File: config.mk
export PLATFORM = sky130hd
export DESIGN_NAME = conv_layer_sequencer_flat
export DESIGN_NICKNAME = d
export VERILOG_FILES = /design/src/rtl/conv_seq_pkg.sv /design/src/rtl/conv_layer_sequencer_if.sv /design/src/rtl/conv_seq_desc_table.sv /design/src/rtl/conv_layer_sequencer.sv /design/src/flat_wrapper.sv
export SDC_FILE = /design/constraint.sdc
export NUM_CORES = 1
export LEC_CHECK = 0
export CAP_MARGIN = 20
export CORE_ASPECT_RATIO = 0.75
export CORE_MARGIN = 3
export CORE_UTILIZATION = 50
export DETAILED_ROUTE_END_ITERATION = 16
export GPL_TIMING_DRIVEN = 0
export PLACE_DENSITY = 0.72
export SETUP_SLACK_MARGIN = 0.2
export SLEW_MARGIN = 20
export SYNTH_ARGS = -nofsm -noshare
export SYNTH_HDL_FRONTEND = slang
export SYNTH_HIERARCHICAL = 1
export SYNTH_SLANG_ARGS = --single-unit
File: constraint.sdc
create_clock -name clk -period 2.63 [get_ports clk]
set_clock_uncertainty 0.1 [all_clocks]
set_input_delay 0.263 -clock clk [delete_from_list [all_inputs] [get_ports clk]]
set_output_delay 0.263 -clock clk [all_outputs]
set_load 0.005 [all_outputs]
File: src/rtl/conv_seq_pkg.sv
// Shared definitions for the conv layer sequencer.
// Contents: sequencer state enum, descriptor field layout, geometry codes
// and a helper that splits a raw 14-bit descriptor word into its fields.
package conv_seq_pkg;

    typedef enum logic [2:0] {
        IDLE,
        FETCH,
        RST,
        WAIT_LOW,
        RUN,
        NEXT,
        DONE,
        ERR
    } seq_state_t;

    // Descriptor word: {out_ch[8:0], img_choose[2:0], chan_choose[1:0]}
    localparam int unsigned DESC_W    = 14;
    localparam int unsigned CHAN_LSB  = 0;
    localparam int unsigned CHAN_W    = 2;
    localparam int unsigned IMG_LSB   = 2;
    localparam int unsigned IMG_W     = 3;
    localparam int unsigned OUTCH_LSB = 5;
    localparam int unsigned OUTCH_W   = 9;

    localparam logic [CHAN_W-1:0] CHAN_256 = 2'd0;
    localparam logic [CHAN_W-1:0] CHAN_128 = 2'd1;
    localparam logic [CHAN_W-1:0] CHAN_64  = 2'd2;

    localparam logic [IMG_W-1:0] IMG_4   = 3'd0;
    localparam logic [IMG_W-1:0] IMG_8   = 3'd1;
    localparam logic [IMG_W-1:0] IMG_16  = 3'd2;
    localparam logic [IMG_W-1:0] IMG_32  = 3'd3;
    localparam logic [IMG_W-1:0] IMG_64  = 3'd4;
    localparam logic [IMG_W-1:0] IMG_128 = 3'd5;

    typedef struct packed {
        logic [OUTCH_W-1:0] out_ch;      // kernels - 1
        logic [IMG_W-1:0]   img_choose;
        logic [CHAN_W-1:0]  chan_choose;
    } desc_t;

    function automatic desc_t unpack_desc(input logic [DESC_W-1:0] raw);
        desc_t d;
        d.out_ch      = raw[OUTCH_LSB +: OUTCH_W];
        d.img_choose  = raw[IMG_LSB +: IMG_W];
        d.chan_choose = raw[CHAN_LSB +: CHAN_W];
        return d;
    endfunction

endpackage

File: src/rtl/conv_layer_sequencer_if.sv
// Host-side bundle of the conv layer sequencer.
// master: host (writes descriptors, starts/aborts, reads status)
// slave : sequencer
//   cfg_we/cfg_addr/cfg_wdata  descriptor table write port
//   num_layers                 layers to run minus 1, sampled on start
//   start/abort                1-cycle command pulses
//   busy/seq_done/seq_err      status levels
//   layer_idx/out_ch_idx       progress
interface conv_layer_sequencer_if #(
    parameter int unsigned MAX_LAYERS = 8
);
    import conv_seq_pkg::*;

    localparam int unsigned LAYER_W = $clog2(MAX_LAYERS);

    logic                 cfg_we;
    logic [LAYER_W-1:0]   cfg_addr;
    logic [DESC_W-1:0]    cfg_wdata;
    logic [LAYER_W-1:0]   num_layers;
    logic                 start;
    logic                 abort;
    logic                 busy;
    logic                 seq_done;
    logic                 seq_err;
    logic [LAYER_W-1:0]   layer_idx;
    logic [OUTCH_W-1:0]   out_ch_idx;

    modport master (
        output cfg_we, cfg_addr, cfg_wdata, num_layers, start, abort,
        input  busy, seq_done, seq_err, layer_idx, out_ch_idx
    );

    modport slave (
        input  cfg_we, cfg_addr, cfg_wdata, num_layers, start, abort,
        output busy, seq_done, seq_err, layer_idx, out_ch_idx
    );

endinterface

File: src/rtl/conv_seq_desc_table.sv
// Layer descriptor register file: MAX_LAYERS entries of one descriptor each.
// Ports: clk; we/waddr/wdata synchronous write; raddr/rdata combinational read.
// Contents are deliberately not reset; the host loads them before a run.
module conv_seq_desc_table
    import conv_seq_pkg::*;
#(
    parameter int unsigned MAX_LAYERS = 8,
    parameter int unsigned ADDR_W     = $clog2(MAX_LAYERS)
) (
    input  logic              clk,
    input  logic              we,
    input  logic [ADDR_W-1:0] waddr,
    input  logic [DESC_W-1:0] wdata,
    input  logic [ADDR_W-1:0] raddr,
    output desc_t             rdata
);

    desc_t mem [MAX_LAYERS];

    always_ff @(posedge clk) begin
        if (we) begin
            mem[waddr] <= unpack_desc(wdata);
        end
    end

    assign rdata = mem[raddr];

endmodule

File: src/rtl/conv_layer_sequencer.sv
// Run-time scheduler for the conv top: walks the descriptor table and runs
// one conv pass per output channel of each layer.
// Ports: clk, Reset_top (sync, active high); host (slave modport of
// conv_layer_sequencer_if); conv_DONE from the conv top; conv_Reset_top,
// conv_aresetn, Load_kernel_BRAM, CHANNEL_SIZE_choose, IMAGE_SIZE_choose to it.
module conv_layer_sequencer
    import conv_seq_pkg::*;
#(
    parameter int unsigned MAX_LAYERS    = 8,
    parameter int unsigned RST_CYCLES    = 4,
    parameter int unsigned TIMEOUT_WIDTH = 24
) (
    input  logic                   clk,
    input  logic                   Reset_top,
    conv_layer_sequencer_if.slave  host,
    input  logic                   conv_DONE,
    output logic                   conv_Reset_top,
    output logic                   conv_aresetn,
    output logic                   Load_kernel_BRAM,
    output logic [CHAN_W-1:0]      CHANNEL_SIZE_choose,
    output logic [IMG_W-1:0]       IMAGE_SIZE_choose
);

    localparam int unsigned LAYER_W = $clog2(MAX_LAYERS);
    localparam int unsigned RCW     = (RST_CYCLES > 1) ? $clog2(RST_CYCLES) : 1;

    seq_state_t               state_q, state_d;
    logic [LAYER_W-1:0]       layer_q, layer_d;
    logic [LAYER_W-1:0]       nlayers_q, nlayers_d;
    logic [OUTCH_W-1:0]       och_q, och_d;
    logic [OUTCH_W-1:0]       limit_q, limit_d;
    logic [RCW-1:0]           rst_cnt_q, rst_cnt_d;
    logic [TIMEOUT_WIDTH-1:0] wd_q, wd_d;
    logic [CHAN_W-1:0]        chan_q, chan_d;
    logic [IMG_W-1:0]         img_q, img_d;
    logic                     done_q, done_d;
    logic                     err_q, err_d;
    logic                     conv_rst_q, conv_rst_d;
    logic                     load_q, load_d;
    logic                     busy_q, busy_d;
    desc_t                    cur_desc;

    // Writes are dropped while busy so the table is frozen during a run.
    conv_seq_desc_table #(
        .MAX_LAYERS (MAX_LAYERS)
    ) u_table (
        .clk   (clk),
        .we    (host.cfg_we && !busy_q),
        .waddr (host.cfg_addr),
        .wdata (host.cfg_wdata),
        .raddr (layer_q),
        .rdata (cur_desc)
    );

    always_comb begin
        state_d   = state_q;
        layer_d   = layer_q;
        nlayers_d = nlayers_q;
        och_d     = och_q;
        limit_d   = limit_q;
        rst_cnt_d = rst_cnt_q;
        wd_d      = wd_q;
        chan_d    = chan_q;
        img_d     = img_q;
        done_d    = done_q;
        err_d     = err_q;

        if (host.abort) begin
            // abort outranks start and any state-local decision
            state_d = IDLE;
            layer_d = '0;
            och_d   = '0;
        end else begin
            case (state_q)
                IDLE, DONE, ERR: begin
                    if (host.start) begin
                        state_d   = FETCH;
                        layer_d   = '0;
                        och_d     = '0;
                        nlayers_d = host.num_layers;
                        done_d    = 1'b0;
                        err_d     = 1'b0;
                    end
                end
                FETCH: begin
                    chan_d    = cur_desc.chan_choose;
                    img_d     = cur_desc.img_choose;
                    limit_d   = cur_desc.out_ch;
                    rst_cnt_d = '0;
                    state_d   = RST;
                end
                RST: begin
                    if (rst_cnt_q == RCW'(RST_CYCLES - 1)) begin
                        state_d = WAIT_LOW;
                    end else begin
                        rst_cnt_d = rst_cnt_q + 1'b1;
                    end
                end
                WAIT_LOW: begin
                    // a DONE left high from the previous pass must drop first
                    wd_d = '0;
                    if (!conv_DONE) begin
                        state_d = RUN;
                    end
                end
                RUN: begin
                    if (conv_DONE) begin
                        state_d = NEXT;
                    end else begin
                        wd_d = wd_q + 1'b1;
                        if (wd_d == '1) begin
                            state_d = ERR;
                            err_d   = 1'b1;
                        end
                    end
                end
                NEXT: begin
                    if (och_q < limit_q) begin
                        och_d     = och_q + 1'b1;
                        rst_cnt_d = '0;
                        state_d   = RST;
                    end else if (layer_q < nlayers_q) begin
                        layer_d = layer_q + 1'b1;
                        och_d   = '0;
                        state_d = FETCH;
                    end else begin
                        done_d  = 1'b1;
                        state_d = DONE;
                    end
                end
                default: state_d = IDLE;
            endcase
        end

        // outputs decoded from the next state so they leave a flop directly
        conv_rst_d = !(state_d inside {WAIT_LOW, RUN});
        load_d     = (state_d == RUN);
        busy_d     = state_d inside {FETCH, RST, WAIT_LOW, RUN, NEXT};
    end

    always_ff @(posedge clk) begin
        if (Reset_top) begin
            state_q    <= IDLE;
            layer_q    <= '0;
            nlayers_q  <= '0;
            och_q      <= '0;
            limit_q    <= '0;
            rst_cnt_q  <= '0;
            wd_q       <= '0;
            chan_q     <= '0;
            img_q      <= '0;
            done_q     <= 1'b0;
            err_q      <= 1'b0;
            conv_rst_q <= 1'b1;
            load_q     <= 1'b0;
            busy_q     <= 1'b0;
        end else begin
            state_q    <= state_d;
            layer_q    <= layer_d;
            nlayers_q  <= nlayers_d;
            och_q      <= och_d;
            limit_q    <= limit_d;
            rst_cnt_q  <= rst_cnt_d;
            wd_q       <= wd_d;
            chan_q     <= chan_d;
            img_q      <= img_d;
            done_q     <= done_d;
            err_q      <= err_d;
            conv_rst_q <= conv_rst_d;
            load_q     <= load_d;
            busy_q     <= busy_d;
        end
    end

    assign conv_Reset_top      = conv_rst_q;
    assign conv_aresetn        = ~conv_rst_q;
    assign Load_kernel_BRAM    = load_q;
    assign CHANNEL_SIZE_choose = chan_q;
    assign IMAGE_SIZE_choose   = img_q;
    assign host.busy           = busy_q;
    assign host.seq_done       = done_q;
    assign host.seq_err        = err_q;
    assign host.layer_idx      = layer_q;
    assign host.out_ch_idx     = och_q;

endmodule

File: src/flat_wrapper.sv
// flat-port wrapper written by rule: the top's interface ports become plain ports
module conv_layer_sequencer_flat import conv_seq_pkg::*;
#(
    parameter int unsigned MAX_LAYERS    = 8,
    parameter int unsigned RST_CYCLES    = 4,
    parameter int unsigned TIMEOUT_WIDTH = 24
)
  (clk, Reset_top, conv_DONE, conv_Reset_top, conv_aresetn, Load_kernel_BRAM, CHANNEL_SIZE_choose, IMAGE_SIZE_choose, host_cfg_we, host_cfg_addr, host_cfg_wdata, host_num_layers, host_start, host_abort, host_busy, host_seq_done, host_seq_err, host_layer_idx, host_out_ch_idx);
  conv_layer_sequencer_if #(.MAX_LAYERS(MAX_LAYERS)) host_i ();
  input  logic clk;
  input  logic Reset_top;
  input  logic conv_DONE;
  output logic conv_Reset_top;
  output logic conv_aresetn;
  output logic Load_kernel_BRAM;
  output logic [CHAN_W-1:0] CHANNEL_SIZE_choose;
  output logic [IMG_W-1:0] IMAGE_SIZE_choose;
  input wire logic [$bits(host_i.cfg_we)-1:0] host_cfg_we;
  input wire logic [$bits(host_i.cfg_addr)-1:0] host_cfg_addr;
  input wire logic [$bits(host_i.cfg_wdata)-1:0] host_cfg_wdata;
  input wire logic [$bits(host_i.num_layers)-1:0] host_num_layers;
  input wire logic [$bits(host_i.start)-1:0] host_start;
  input wire logic [$bits(host_i.abort)-1:0] host_abort;
  output wire logic [$bits(host_i.busy)-1:0] host_busy;
  output wire logic [$bits(host_i.seq_done)-1:0] host_seq_done;
  output wire logic [$bits(host_i.seq_err)-1:0] host_seq_err;
  output wire logic [$bits(host_i.layer_idx)-1:0] host_layer_idx;
  output wire logic [$bits(host_i.out_ch_idx)-1:0] host_out_ch_idx;
  assign host_i.cfg_we = host_cfg_we;
  assign host_i.cfg_addr = host_cfg_addr;
  assign host_i.cfg_wdata = host_cfg_wdata;
  assign host_i.num_layers = host_num_layers;
  assign host_i.start = host_start;
  assign host_i.abort = host_abort;
  assign host_busy = host_i.busy;
  assign host_seq_done = host_i.seq_done;
  assign host_seq_err = host_i.seq_err;
  assign host_layer_idx = host_i.layer_idx;
  assign host_out_ch_idx = host_i.out_ch_idx;
  conv_layer_sequencer #(.MAX_LAYERS(MAX_LAYERS), .RST_CYCLES(RST_CYCLES), .TIMEOUT_WIDTH(TIMEOUT_WIDTH)) u_core (.clk(clk), .Reset_top(Reset_top), .host(host_i), .conv_DONE(conv_DONE), .conv_Reset_top(conv_Reset_top), .conv_aresetn(conv_aresetn), .Load_kernel_BRAM(Load_kernel_BRAM), .CHANNEL_SIZE_choose(CHANNEL_SIZE_choose), .IMAGE_SIZE_choose(IMAGE_SIZE_choose));
endmodule
; After elaboration in Yosys (flattened, before gate mapping)
; Memories as Yosys holds them, arrays and structs flattened. A register that Yosys moved wholly into a read port is not among the register bits.
; Cells that the tools add are included.
[word_totals]
regBits = 49
ramBits = 112
input_bits = 26
wordCells = 94
n_memories = 1
[mem_list]
columns = memory, depth, width, rd, rd_ports_with_merged_regs, write_ports, line
row1 = u_core.u_table.mem, 8, 14, 1, 1, 1, conv_seq_desc_table.sv:18  ; desc_t mem [MAX_LAYERS];
[op_classes]
addsub = 4
order_cmp = 2
n_eq_ne = 23
mux = 31
bitwise = 2
n_reduce_logical = 20
[op_table]
columns = operator, n
row1 = $pmux 24 s2, 1
row2 = $mux 3, 11
row3 = $mux 9, 3
row4 = $add 24x1->24 const B, 1
row5 = $eq 24x24->1 const B, 1
row6 = $mux 24, 1
row7 = $eq 3x3->1 const B, 6
row8 = $pmux 3 s6, 1
row9 = $pmux 9 s2, 1
row10 = $eq 3x2->1 const B, 4
row11 = $ne 2x2->1 const B, 5
row12 = $reduce_and 5->1, 2
row13 = $add 9x1->9 const B, 1
row14 = $lt 9x9->1, 1
row15 = $reduce_and 3->1, 3
row16 = $reduce_and 4->1, 2
row17 = $reduce_bool 2->1, 4
row18 = $mux 1, 7
row19 = $eq 3x1->1 const B, 2
row20 = $ne 2x1->1 const B, 3
row21 = $pmux 2 s3, 1
row22 = $pmux 3 s2, 1
row23 = $reduce_bool 5->1, 1
row24 = $mux 2, 2
row25 = other kinds (14), 17

; Longest topological paths before layout
; Gate-level depths: netlist of the first run.
[depth]
depth_word = 9
depth_mapped = 11

; Cells and area by module
; Netlist of the first run, hierarchy kept.
[modules_own_cells]
columns = module, n_inst, cells_per_inst, area_each_um2, seq_area_each_um2
row1 = conv_seq_desc_table, 1, 174, 4355.4, 3363.2
row2 = conv_layer_sequencer, 1, 463, 3756.1, 1261.2

; Worst setup path before layout of the first run
; Ideal clock, no wire load.
[synth_path]
path_kind = flip-flop to flip-flop
from = register u_core/wd_q[1] (netlist name)
to = register u_core.rst_cnt_q[0]
arrival_time_ns = 2.508
required_time_ns = 2.439
setup_slack_ns = -0.069
path_stages_with_launch = 10
path_buffers = 0
path_cell_list = dfxtp_1 -> ha_1 -> nand3_2 -> nor2_4 -> a41oi_2 -> a2111oi_2 -> nand4_2 -> o41ai_4 -> nor2_2 -> a311oi_1
[synth_lines]
columns = element, line
row1 = to (signal assigned), conv_layer_sequencer.sv:163  ; rst_cnt_q <= rst_cnt_d;
row2 = to (decl), conv_layer_sequencer.sv:32  ; logic [RCW-1:0] rst_cnt_q, rst_cnt_d;

; Worst setup path in the final report of the first run
[layout_path]
from = register u_core.wd_q[0]
to = register u_core.conv_rst_q (netlist: u_core/conv_Reset_top)
[layout_between]
elab_chain_len = 9
[layout_lines]
columns = element, line
row1 = from (decl), conv_layer_sequencer.sv:33  ; logic [TIMEOUT_WIDTH-1:0] wd_q, wd_d;
row2 = from (signal assigned), conv_layer_sequencer.sv:164  ; wd_q <= wd_d;
row3 = $add 24x1->24 *, conv_layer_sequencer.sv:110  ; wd_d = wd_q + 1'b1;
row4 = $eq 24x24->1 *, conv_layer_sequencer.sv:111  ; if (wd_d == '1) begin
row5 = $mux 3 *, conv_layer_sequencer.sv:111
row6 = $mux 3 *, conv_layer_sequencer.sv:107  ; if (conv_DONE) begin
row7 = $pmux 3 s6 *, conv_layer_sequencer.sv:74  ; case (state_q)
row8 = $mux 3 *, conv_layer_sequencer.sv:68  ; if (host.abort) begin
row9 = $eq 3x2->1 or $eq 3x3->1 (tied branches), conv_layer_sequencer.sv:136  ; conv_rst_d = !(state_d inside {WAIT_LOW, RUN});
row10 = $reduce_bool 2->1 *, conv_layer_sequencer.sv:136
row11 = $logic_not 1->1 *, conv_layer_sequencer.sv:136
row12 = to (signal assigned), conv_layer_sequencer.sv:169  ; conv_rst_q <= conv_rst_d;
row13 = to (decl), conv_layer_sequencer.sv:38  ; logic conv_rst_q, conv_rst_d;
; Mark *: on every way between the ends. The rest lies on a longest branch, timed or not.
; A chain may end at the register's enable or synchronous reset.

==> key figures, run 1 <==
Pwr
  • Leak: about 3.5 nW
  • Sequential fraction of design power: between 50% and 60%
  • Max IR drop VDD: between 0.0004 and 0.0005 V
  • Internal power: roughly 4.5 mW
  • Comb pwr share: around 6.1%
  • Sw Pwr: around 1.3 mW
  • Pwr/cell area: 562 nW/um2
  • Clk network pwr share: a little over two fifths
  • Switching share of power: a little under a quarter

Timing
  • Final setup vio count: 2
  • Unrepaired setup endpoints after global routing: true
  • Slew Limit Fails: 0
  • Max-slew headroom: 42.1%
  • Worst slew pin tran: between 0.8 and 0.9 ns
  • Fmax: between 300 and 400 MHz
  • Final worst setup slack: -0.0515 ns
  • Min Tclk post-route: 2.68 ns
  • Fin crit share: 102%
  • Fin. Hold Viols: 0

Global route
  • Initial antenna violation count: 0
  • Wire length of the first global-routing pass: about 31,000 um
  • GRT met1 Usage: a little under a third
  • Pin count of the biggest net entering global routing: 17
  • Grt met2 use: a little over a third
  • Global routing's busiest layer: met2
  • Met3 Usage GRT: between 4 and 5%
  • GRT overflow: 0
  • Total global routing track utilization: a little under a quarter
  • Vias in the first global route: a little under 6,000

Layout
  • Nets: approximately 790
  • Finished Cell Area: 10,300 um2
  • ANT cells: 0
  • Syn-to-layout area delta: 26.6%
  • Footprint of the multi-input gates: around 3600 um2
  • Layout Utilization: 66.0%
  • Reg area: around 4700 um2
  • FILL cells: between 1,000 and 1,500
  • Share of layout cells above drive strength 1: 26.1%

Clocking
  • CTS clk-pin slew, worst paths: approximately 0.070 ns
  • Worst skew pair latency: approximately 0.44 ns
  • Clk buf depth: 2
  • CTS tree: built
  • Total clock sinks: 175
  • Root Driver: clkbuf_16
  • CTS buffer count: 17
  • H-tree depth: 4

Synthesis
  • Ys async rst share: 0%
  • Top cell type's share of synthesized area: about two fifths
  • Netlist Area Pre-Place: about 8100 um2
  • Largest cells by area after synthesis: edfxtp_1 (41%), dfxtp_1 (16%), mux4_1 (8.1%), nand2_1 (2.6%), nor2_1 (2.6%)
  • Synth Area per Inst: about 13 um2
  • Synth Instances: approximately 640
  • Ys Warns: 6
  • Area leader, netlist: edfxtp_1
  • Seq/Total Area, Yosys: 57.0%
  • Netlist cell types: 65
  • Post-synth EDFFs: approximately 110
  • Top FF cell, synth: edfxtp_1
  • Synthesized flop and latch total: 175
  • Mapped Nets: just under 700

Die
  • I/O pin total: 49
  • Total die area: approximately 18,000 um2
  • Die Y: approximately 120 um
  • Initial core utilization: 52.1%
  • Rows: 39
  • Core ar.: 15,600 um2
  • Chip width: around 150 um

Status
  • Status: finished with violations
  • Failing checks: setup timing

Min path
  • Hold Path Class: input pin to register

Placed design
  • Place WS: -0.294 ns
  • PortBufs: between 40 and 50
  • Post-DP Area: approximately 9000 um2
  • Detailed placement HPWL: approximately 13,000 um
  • Routability Congestion: between 0.9 and 1

Critical path
  • Critical Path AT: between 2 and 3 ns
  • Crit end category: register
  • Worst path required time: roughly 2.9 ns
  • Startpoint Class: register
  • Crit Path Class: register to register
  • Max FO, Critical Path: 8

Routing
  • ANT nets after route: 0
  • DR DRC count: 0
  • DRT Pass-1 Iters: 6
  • Vias: a little under 6,000
  • Drt initial violations: 640
  • Drt total wl: between 20,000 and 25,000 um
  • WL/cell: between 20 and 25 um
  • Vias per std cell: between 6 and 7

Run
  • Max cap viols: 0
## critical path, cell delays in order (launching register included)
cell and delay [ns]:
dfxtp_4 0.37, buf_6 0.14, nand4_4 0.21, nor4_4 0.35
buf_4 0.18, nand4_4 0.17, xnor2_4 0.20, nand3_4 0.13
o41ai_4 0.37, buf_4 0.19, nor4_2 0.05, a31oi_1 0.14
## placed cells by master, fill, tap and decap left out, types with 6 or more instances in the layout
cell,synthesis,routed
a21oi_1,41,40
a311oi_1,14,13
a31oi_1,6,6
buf_4,4,39
buf_6,4,19
clkbuf_1,22,17
clkbuf_16,0,17
clkbuf_2,0,6
clkdlybuf4s50_1,0,47
dfxtp_1,63,46
dfxtp_2,0,13
edfxtp_1,112,112
ha_1,15,13
inv_1,18,17
mux2_2,14,14
mux4_1,25,25
nand2_1,57,56
nand2b_1,12,11
nand3_1,11,9
nor2_1,57,49
nor2_2,1,8
nor2b_1,8,7
nor3_1,18,9
o21ai_0,17,15
xnor2_1,14,12
## per-layer routing
metal | part of all wire [%] | wire [um]
met3 | 8.1 | 1660
met4 | 2.6 | 527
met5 | 0 | 0
met1 | 42 | 8660
met2 | 47 | 9590
## cell families after synthesis
kind of cell / after synthesis / share of synthesized area (%)
AOI/OAI and AO/OA: 112 / 9.33
and+or+nand+nor: 216 / 14.9
muxes: 45 / 11.2
DFF: 175 / 57.0
xor gates and xnor gates: 17 / 1.93
buffers and inverters: 57 / 3.30
adders and majority gates: 15 / 2.31
## sequential cells by signal, indices dropped and copies added (netlist names), 2 cells and up
register / flops
u_core/CHANNEL_SIZE_choose: 2
u_core/IMAGE_SIZE_choose: 3
u_core/host.layer_idx: 3
u_core/host.out_ch_idx: 9
u_core/limit_q: 9
u_core/nlayers_q: 3
u_core/rst_cnt_q: 2
u_core/state_q: 3
u_core/u_table/mem: 112
u_core/wd_q: 24
## path summary, 6_finish.rpt
kind | slack [ns] | from | to | cells past startpoint
setup / recovery | -0.05 | u_core/wd_q[0]$_SDFFE_PP0P_ | u_core/conv_Reset_top$_SDFF_PP1_ | 11
hold / removal | 0.20 | Reset_top | u_core/Load_kernel_BRAM$_SDFF_PP0_ | 2
setup reg to reg | -0.05 | u_core/wd_q[0]$_SDFFE_PP0P_ | u_core/conv_Reset_top$_SDFF_PP1_ | 11
hold reg to reg | 0.36 | u_core/limit_q[2]$_SDFFE_PP0P_ | u_core/limit_q[2]$_SDFFE_PP0P_ | 2
## final cells by class
cell class	count	area share [%]
buffer	39	2.40
clock buffer	20	4.35
clock inverter	12	1.22
inverter	18	0.658
multi-input combinational	405	34.7
sequential	175	45.3
tap	205	2.50
timing repair buffer	96	8.81
## synthesized netlist by cell type (3+ instances only)
cell,instances
a21boi_0,4
a21oi_1,41
edfxtp_1,112
nor3b_1,3
nand3_1,11
dfxtp_1,63
buf_2,7
or3_1,3
nor4_4,5
nor4_1,4
o21ai_0,17
a211oi_1,5
nor3_1,18
a31oi_1,6
a311oi_1,14
nand2_1,57
mux4_2,3
mux2i_1,3
mux4_1,25
nand4b_1,4
a21o_1,5
and4_1,4
a211o_1,3
nor2b_1,8
nand2b_1,12
ha_1,15
nor2_1,57
xnor2_1,14
buf_6,4
clkbuf_1,22
buf_4,4
inv_1,18
and2_1,5
nand3b_1,5
nand4_1,5
mux2_2,14
## metrics by stage
stage	power (mW)	hold WS, ns	setup TNS [ns]	std cells
3_5_place_dp	3.34	0.350	-3.43	897
6_report	5.77	0.205	-0.0873	970
5_1_grt	5.96	0.210	-0.838	970
3_3_place_gp	3.32	0.345	-36.70	889
4_1_cts	5.78	0.181	-0.0317	952
2_1_floorplan	3.20	0.262	0	637
## power groups by stage
stage                     logic [mW]  registers (mW)  clock network, mW
after floorplan                0.160            3.04                  0
after global placement         0.274            3.04                  0
after detailed placement       0.297            3.04                  0
after CTS                      0.322            2.98               2.48
after global routing           0.374            2.98               2.60
final                          0.350            2.98               2.44
## timing repair
action,CTS,global route
gates resized for setup,58,38
setup endpoints to repair,37,57
setup buffers,22,18
pin swaps,37,23
hold buffers,0,0
gates cloned,1,0
(Power assumes the default switching activity.)
==> run 2, diff against run 1 <==
--- a/config.mk
+++ b/config.mk
@@ -9,9 +9,10 @@
 export CORE_ASPECT_RATIO = 0.75
 export CORE_MARGIN = 3
 export CORE_UTILIZATION = 50
+export CTS_CLUSTER_DIAMETER = 80
 export DETAILED_ROUTE_END_ITERATION = 16
 export GPL_TIMING_DRIVEN = 0
-export PLACE_DENSITY = 0.72
+export PLACE_DENSITY = 0.69
 export SETUP_SLACK_MARGIN = 0.2
 export SLEW_MARGIN = 20
 export SYNTH_ARGS = -nofsm -noshare
==> constraint.sdc (replaced) <==
create_clock -name clk -period 3.3 [get_ports clk]
set_clock_uncertainty 0.1 [all_clocks]
set_input_delay 0.33 -clock clk [delete_from_list [all_inputs] [get_ports clk]]
set_output_delay 0.33 -clock clk [all_outputs]
set_load 0.005 [all_outputs]
==> run 2 against run 1 <==
Compared with the run above: the run now ends clean; die area is the same; sequential power shrank 20%; combinational power shrank 32%; first-iteration DRC count shrank 30%; clock power shrank 17%; largest power group unchanged.
==> key figures, run 2 (same netlist as run 1, synthesis figures left out) <==
Critical path
  • Reg2Reg Capture Point: u_core/rst_cnt_q[0]$_SDFFE_PP0P_
  • Startpoint Class: register
  • Critical Path AT: 3.23 ns (+0.28 ns)
  • Path depth of the worst reg2reg path: 9 (-2)
  • Max FO, Critical Path: 9 (+1)
  • Worst path required time: 3.53 ns (+0.63 ns)
  • Reg2Reg Setup Slack: 0.30 ns (+0.36 ns)
  • Crit Path Class: register to register
  • Worst r2r src: u_core/wd_q[1]$_SDFFE_PP0P_
  • Crit end category: register

Layout
  • Reg area: 4630 um2 (-0.65%)
  • FILL cells: 1,193 (+11%)
  • Footprint of the multi-input gates: 3290 um2 (-7.8%)
  • Share of layout cells above drive strength 1: 14.7% (-11 points)
  • Syn-to-layout area delta: 18.7%
  • ANT cells: 0 (unchanged)
  • Layout Utilization: 61.8% (-4.1 points)
  • Biggest registers after layout: u_core/u_table/mem: 112 flops, u_core/wd_q: 24 flops
  • Largest Register: u_core/u_table/mem
  • Finished Cell Area: 9630 um2 (-6.2%)
  • Nets: 754 (-4.9%)
  • Commonest non-fill, non-tap cell in the layout: edfxtp_1
  • Most frequent cells in the layout: edfxtp_1 (112), dfxtp_1 (62), nand2_1 (57)
  • Number of flip-flops in the largest register: 112 (unchanged)

Clocking
  • H-tree depth: 4 (unchanged)
  • Post CTS Setup Buffer Count: 0 (-100%)
  • Root Driver: clkbuf_16
  • CTS clk-pin slew, worst paths: 0.07 ns (about the same)
  • Total clock sinks: 175 (unchanged)
  • Clk buf depth: 2 (unchanged)
  • CTS tree: built
  • Worst skew pair latency: 0.43 ns (about the same)
  • CTS buffer count: 17 (unchanged)

Min path
  • Cells on Worst Hold Path: 2 (unchanged)
  • Hold Path Class: input pin to register
  • WHS Endpoint: u_core/Load_kernel_BRAM$_SDFF_PP0_
  • Worst Min Path Start: Reset_top

Routing
  • Vias: 5,527 (-7.1%)
  • Vias per std cell: 5.94 (-3.2%)
  • DR DRC count: 0 (unchanged)
  • Drt initial violations: 450 (-30%)
  • ANT nets after route: 0 (unchanged)
  • WL/cell: 20.0 um (-5.1%)
  • DRT Pass-1 Iters: 5 (-1)
  • Drt total wl: 18,600 um (-8.9%)

Pwr
  • Pwr/cell area: 483 nW/um2 (-14%)
  • Leak: 3.19 nW (-8.2%)
  • Max IR drop VDD: 0.000317 V (-30%)

Die
  • Rows: 39 (unchanged)
  • Total die area: 17,800 um2 (unchanged)
  • Initial core utilization: 52.1% (unchanged)
  • Core ar.: 15,600 um2 (unchanged)
  • I/O pin total: 49 (unchanged)
  • Die Y: 116 um (unchanged)
  • Chip width: 153 um (unchanged)

Global route
  • GRT overflow: 0 (unchanged)
  • Pin count of the biggest net entering global routing: 20 (+3)
  • Total global routing track utilization: 21.8% (-1.1 points)
  • Wire length of the first global-routing pass: 29,400 um (-5.9%)
  • Initial antenna violation count: 0 (unchanged)
  • Vias in the first global route: 5,263 (-10%)

Timing
  • Fin. Hold Viols: 0 (unchanged)
  • Sum of negative setup slack: 0 ns (+0.0873 ns)
  • Fmax: 334 MHz (-10%)
  • Unrepaired setup endpoints after global routing: false
  • Final setup vio count: 0 (-2)
  • Worst slew pin tran: 0.945 ns (+0.0814 ns)
  • Slew Limit Fails: 0 (unchanged)
  • Fin crit share: 90.8% (-11 points)
  • Max-slew headroom: 36.6% (-5.5 points)
  • Min Tclk post-route: 3.00 ns (+0.314 ns)

Placed design
  • Routability Congestion: 0.873 (-3.5%)
  • Detailed placement HPWL: 13,000 um (+0.74%)
  • PortBufs: 47 (unchanged)
  • Post-DP Area: 8980 um2 (-0.37%)

Status
  • Status: complete, no violations

Run
  • Max cap viols: 0 (unchanged)
[run 2: final cells by class]
class / count / area share, %
flip-flops and latches: 175 / 48.1
multi-input cells: 405 / 34.2
repair buffers: 57 / 6.13
clock buffers: 17 / 4.42
well taps: 205 / 2.66
plain buffers: 39 / 2.08
clock inverters: 15 / 1.79
inverters: 18 / 0.702
[run 2: timing repair]
item                                    4_1_cts  5_1_grt
resized for setup                             3        4
pin swaps                                     0        2
cloned                                        0        0
hold buffers                                  0        0
endpoints found under the setup margin        5        5
[run 2: stage by stage]
stage / power (mW) / setup WS, ns / instances / hold slack (ns)
final: 4.65 / 0.304 / 931 / 0.229
after detailed placement: 2.66 / -0.00499 / 899 / 0.344
after CTS: 4.69 / 0.207 / 931 / 0.208
after global placement: 2.64 / -0.343 / 889 / 0.343
after global routing: 4.82 / 0.202 / 931 / 0.238
after floorplan: 2.55 / 0.601 / 637 / 0.329
[run 2: per-layer routing]
layer  GRT usage, %  part of all wire (%)
met1           31.4                    46
met2           33.4                    45
met3           5.70                   7.6
met4           5.82                   1.2
met5              0                     0
[run 2: power breakdown]
part / leakage, nW / switching [mW] / internal (mW) / total, mW
logic: 1.37 / 0.136 / 0.102 / 0.237
registers: 1.52 / 0.0136 / 2.36 / 2.38
clock network: 0.299 / 0.939 / 1.10 / 2.03
[run 2: how the worst max path moves through the flow]
| stage | from | endpoint | slack, ns | cells past startpoint |
|---|---|---|---|---|
| 2_1_floorplan | u_core/wd_q[1]$_SDFFE_PP0P_ | u_core/rst_cnt_q[0]$_SDFFE_PP0P_ | 0.60 | 9 |
| 3_3_place_gp | host_cfg_we | u_core/u_table/mem[0][4]$_DFFE_PP_ | -0.34 | 4 |
| 3_5_place_dp | u_core/wd_q[1]$_SDFFE_PP0P_ | u_core/rst_cnt_q[0]$_SDFFE_PP0P_ | -0.005 | 9 |
| 4_1_cts | u_core/wd_q[1]$_SDFFE_PP0P_ | u_core/rst_cnt_q[0]$_SDFFE_PP0P_ | 0.21 | 9 |
| 5_1_grt | u_core/wd_q[0]$_SDFFE_PP0P_ | u_core/rst_cnt_q[0]$_SDFFE_PP0P_ | 0.20 | 9 |
| 6_report | u_core/wd_q[1]$_SDFFE_PP0P_ | u_core/rst_cnt_q[0]$_SDFFE_PP0P_ | 0.30 | 9 |
[run 2: worst max-delay path, cell delays in order, from the launching register on]
cell and delay (ns):
dfxtp_2 0.44, ha_2 0.30, nand3_4 0.18, nor2_4 0.21
a41oi_2 0.17, a2111oi_4 0.45, nand4_4 0.21, o41ai_4 0.46
nor2_2 0.09, a311oi_1 0.29
==> run 3, diff against run 2 <==
--- a/config.mk
+++ b/config.mk
@@ -6,14 +6,15 @@
 export NUM_CORES = 1
 export LEC_CHECK = 0
 export CAP_MARGIN = 20
+export CELL_PAD_IN_SITES_DETAIL_PLACEMENT = 1
+export CELL_PAD_IN_SITES_GLOBAL_PLACEMENT = 1
 export CORE_ASPECT_RATIO = 0.75
 export CORE_MARGIN = 3
 export CORE_UTILIZATION = 50
 export CTS_CLUSTER_DIAMETER = 80
 export DETAILED_ROUTE_END_ITERATION = 16
 export GPL_TIMING_DRIVEN = 0
-export PLACE_DENSITY = 0.69
-export SETUP_SLACK_MARGIN = 0.2
+export PLACE_DENSITY_LB_ADDON = 0.1
 export SLEW_MARGIN = 20
 export SYNTH_ARGS = -nofsm -noshare
 export SYNTH_HDL_FRONTEND = slang
==> run 3 against run 2 <==
Compared with the run above: non-clock buffer count unchanged; via count up 2.7%; cell count unchanged; clock power about the same; count of clock-buffer cells in the layout unchanged; power up 0.77%; first-iteration DRC count up 4.0%; die area unchanged; combinational power up 3%; global-route usage up 3.3 points; critical endpoint unchanged; largest power group unchanged; highest routed layer unchanged.
==> key figures, run 3 (same netlist as run 1, synthesis figures left out) <==
Placed design
  • Detailed placement HPWL: 15,100 um (+16%)
  • PortBufs: 47 (unchanged)
  • Place WS: -0.0150 ns (-0.0100 ns)
  • Routability Congestion: 0.857 (-1.8%)

Min path
  • Worst Min Path Start: Reset_top
  • Cells on Worst Hold Path: 2 (unchanged)
  • WHS Endpoint: u_core/Load_kernel_BRAM$_SDFF_PP0_
  • Hold Path Class: input pin to register

Layout
  • Biggest registers after layout: u_core/u_table/mem: 112 flops, u_core/wd_q: 24 flops
  • Share of layout cells above drive strength 1: 14.7% (unchanged)
  • Largest Register: u_core/u_table/mem
  • Most frequent cells in the layout: edfxtp_1 (112), dfxtp_1 (62), nand2_1 (57)
  • Nets: 754 (unchanged)
  • Number of flip-flops in the largest register: 112 (unchanged)
  • Commonest non-fill, non-tap cell in the layout: edfxtp_1
  • Syn-to-layout area delta: 18.4%
  • ANT cells: 0 (unchanged)

Timing
  • Fmax: 319 MHz (-4.4%)
  • Min Tclk post-route: 3.14 ns (+0.139 ns)
  • Final setup vio count: 0 (unchanged)
  • Max-slew headroom: 36.5% (-0.048 points)
  • Sum of negative setup slack: 0 ns (unchanged)
  • Slew Limit Fails: 0 (unchanged)
  • Worst slew pin tran: 0.945 ns (-0.000153 ns)
  • Final worst setup slack: 0.165 ns (-0.139 ns)
  • Fin. Hold Viols: 0 (unchanged)
  • Fin crit share: 95.0% (+4.2 points)
  • Unrepaired setup endpoints after global routing: false

Routing
  • DR DRC count: 0 (unchanged)
  • Drt initial violations: 468 (+4.0%)
  • DRT Pass-1 Iters: 5 (unchanged)
  • Drt total wl: 21,800 um (+17%)
  • ANT nets after route: 0 (unchanged)
  • Vias: 5,677 (+2.7%)
  • WL/cell: 23.4 um (+17%)
  • Vias per std cell: 6.10 (+2.7%)

Global route
  • Initial antenna violation count: 0 (unchanged)
  • Wire length of the first global-routing pass: 33,900 um (+15%)
  • Total global routing track utilization: 25.1% (+3.3 points)
  • GRT overflow: 0 (unchanged)
  • Vias in the first global route: 5,939 (+13%)
  • Pin count of the biggest net entering global routing: 18 (-10%)

Clocking
  • CTS tree: built
  • Post CTS Setup Buffer Count: 0 (unchanged)
  • Hold_buf cts: 0 (unchanged)
  • CTS buffer count: 17 (unchanged)
  • Root Driver: clkbuf_16
  • CTS clk-pin slew, worst paths: 0.07 ns (about the same)
  • H-tree depth: 4 (unchanged)
  • Worst skew pair latency: 0.43 ns (about the same)
  • Total clock sinks: 175 (unchanged)
  • Clk buf depth: 2 (unchanged)

Die
  • Core ar.: 15,600 um2 (unchanged)
  • Rows: 39 (unchanged)
  • Die Y: 116 um (unchanged)
  • Chip width: 153 um (unchanged)
  • Initial core utilization: 52.1% (unchanged)
  • I/O pin total: 49 (unchanged)
  • Total die area: 17,800 um2 (unchanged)

Pwr
  • Leak: 3.18 nW (-0.40%)
  • Max IR drop VDD: 0.000354 V (+12%)
  • Pwr/cell area: 488 nW/um2 (+1.0%)

Critical path
  • Max FO, Critical Path: 10 (+1)
  • Reg2Reg Capture Point: u_core/rst_cnt_q[0]$_SDFFE_PP0P_
  • Path depth of the worst reg2reg path: 9 (unchanged)
  • Critical Path AT: 3.37 ns (+0.14 ns)
  • Reg2Reg Setup Slack: 0.16 ns (-0.14 ns)
  • Crit Path Class: register to register
  • Startpoint Class: register
  • Worst path required time: 3.53 ns (about the same)
  • Crit end category: register
  • Worst r2r src: u_core/wd_q[0]$_SDFFE_PP0P_

Run
  • Max cap viols: 0 (unchanged)

Status
  • Status: complete, no violations
[run 3: worst max-delay path: stages, from the launching register on]
cell and delay (ns):
dfxtp_1 0.35, buf_2 0.24, nand4_4 0.26, nor3_1 0.40, xnor2_1 0.19, a2111oi_2 0.39
nand4_2 0.30, o41ai_4 0.40, nor2_2 0.11, a311oi_1 0.29
[run 3: per-stage QoR]
step / utilization (%) / instance area (um2) / hold slack, ns / power, mW / std cells
global placement: 56.8 / 8840 / 0.350 / 2.64 / 889
floorplan: - / 8110 / 0.329 / 2.55 / 637
global route: 61.7 / 9600 / 0.252 / 4.84 / 931
finish: 61.7 / 9600 / 0.261 / 4.68 / 931
detailed placement: 57.7 / 8990 / 0.352 / 2.67 / 899
CTS: 61.6 / 9590 / 0.226 / 4.72 / 931
[run 3: metal layers]
layer / share of wire, % / up-vias / track usage (%)
li1: - / 2583 / -
met1: 48 / 2933 / 35.6
met2: 47 / 137 / 40.5
met3: 4.0 / 24 / 4.78
met4: 1.3 / 0 / 6.82
met5: 0 / - / 0
[run 3: layout make-up]
cell class	count	area (um2)
inverter	18	67.6
multi-input combinational	405	3260
timing repair buffer	57	594
clock inverter	15	171
fill	1547	5970
buffer	39	200
sequential	175	4630
tap	205	256
clock buffer	17	425
[run 3: what timing repair did]
action                                  4_1_cts  5_1_grt
resized for setup                             1        3
gates cloned                                  0        0
endpoints found under the setup margin        3        5
[run 3: power by group]
part	internal, mW	total (mW)	switching (mW)
registers	2.36	2.38	0.0157
clock network	1.14	2.06	0.919
logic	0.102	0.244	0.142
[run 3: worst max-delay path by stage]
stage / startpoint / end / slack [ns]
floorplan: u_core/wd_q[1]$_SDFFE_PP0P_ / u_core/rst_cnt_q[0]$_SDFFE_PP0P_ / 0.60
global placement: host_cfg_we / u_core/u_table/mem[4][11]$_DFFE_PP_ / -0.28
detailed placement: u_core/wd_q[1]$_SDFFE_PP0P_ / u_core/rst_cnt_q[0]$_SDFFE_PP0P_ / -0.02
CTS: u_core/wd_q[1]$_SDFFE_PP0P_ / u_core/rst_cnt_q[0]$_SDFFE_PP0P_ / 0.1
global route: u_core/state_q[2]$_SDFF_PP0_ / u_core/host.busy$_SDFF_PP0_ / 0.03
finish: u_core/wd_q[0]$_SDFFE_PP0P_ / u_core/rst_cnt_q[0]$_SDFFE_PP0P_ / 0.16
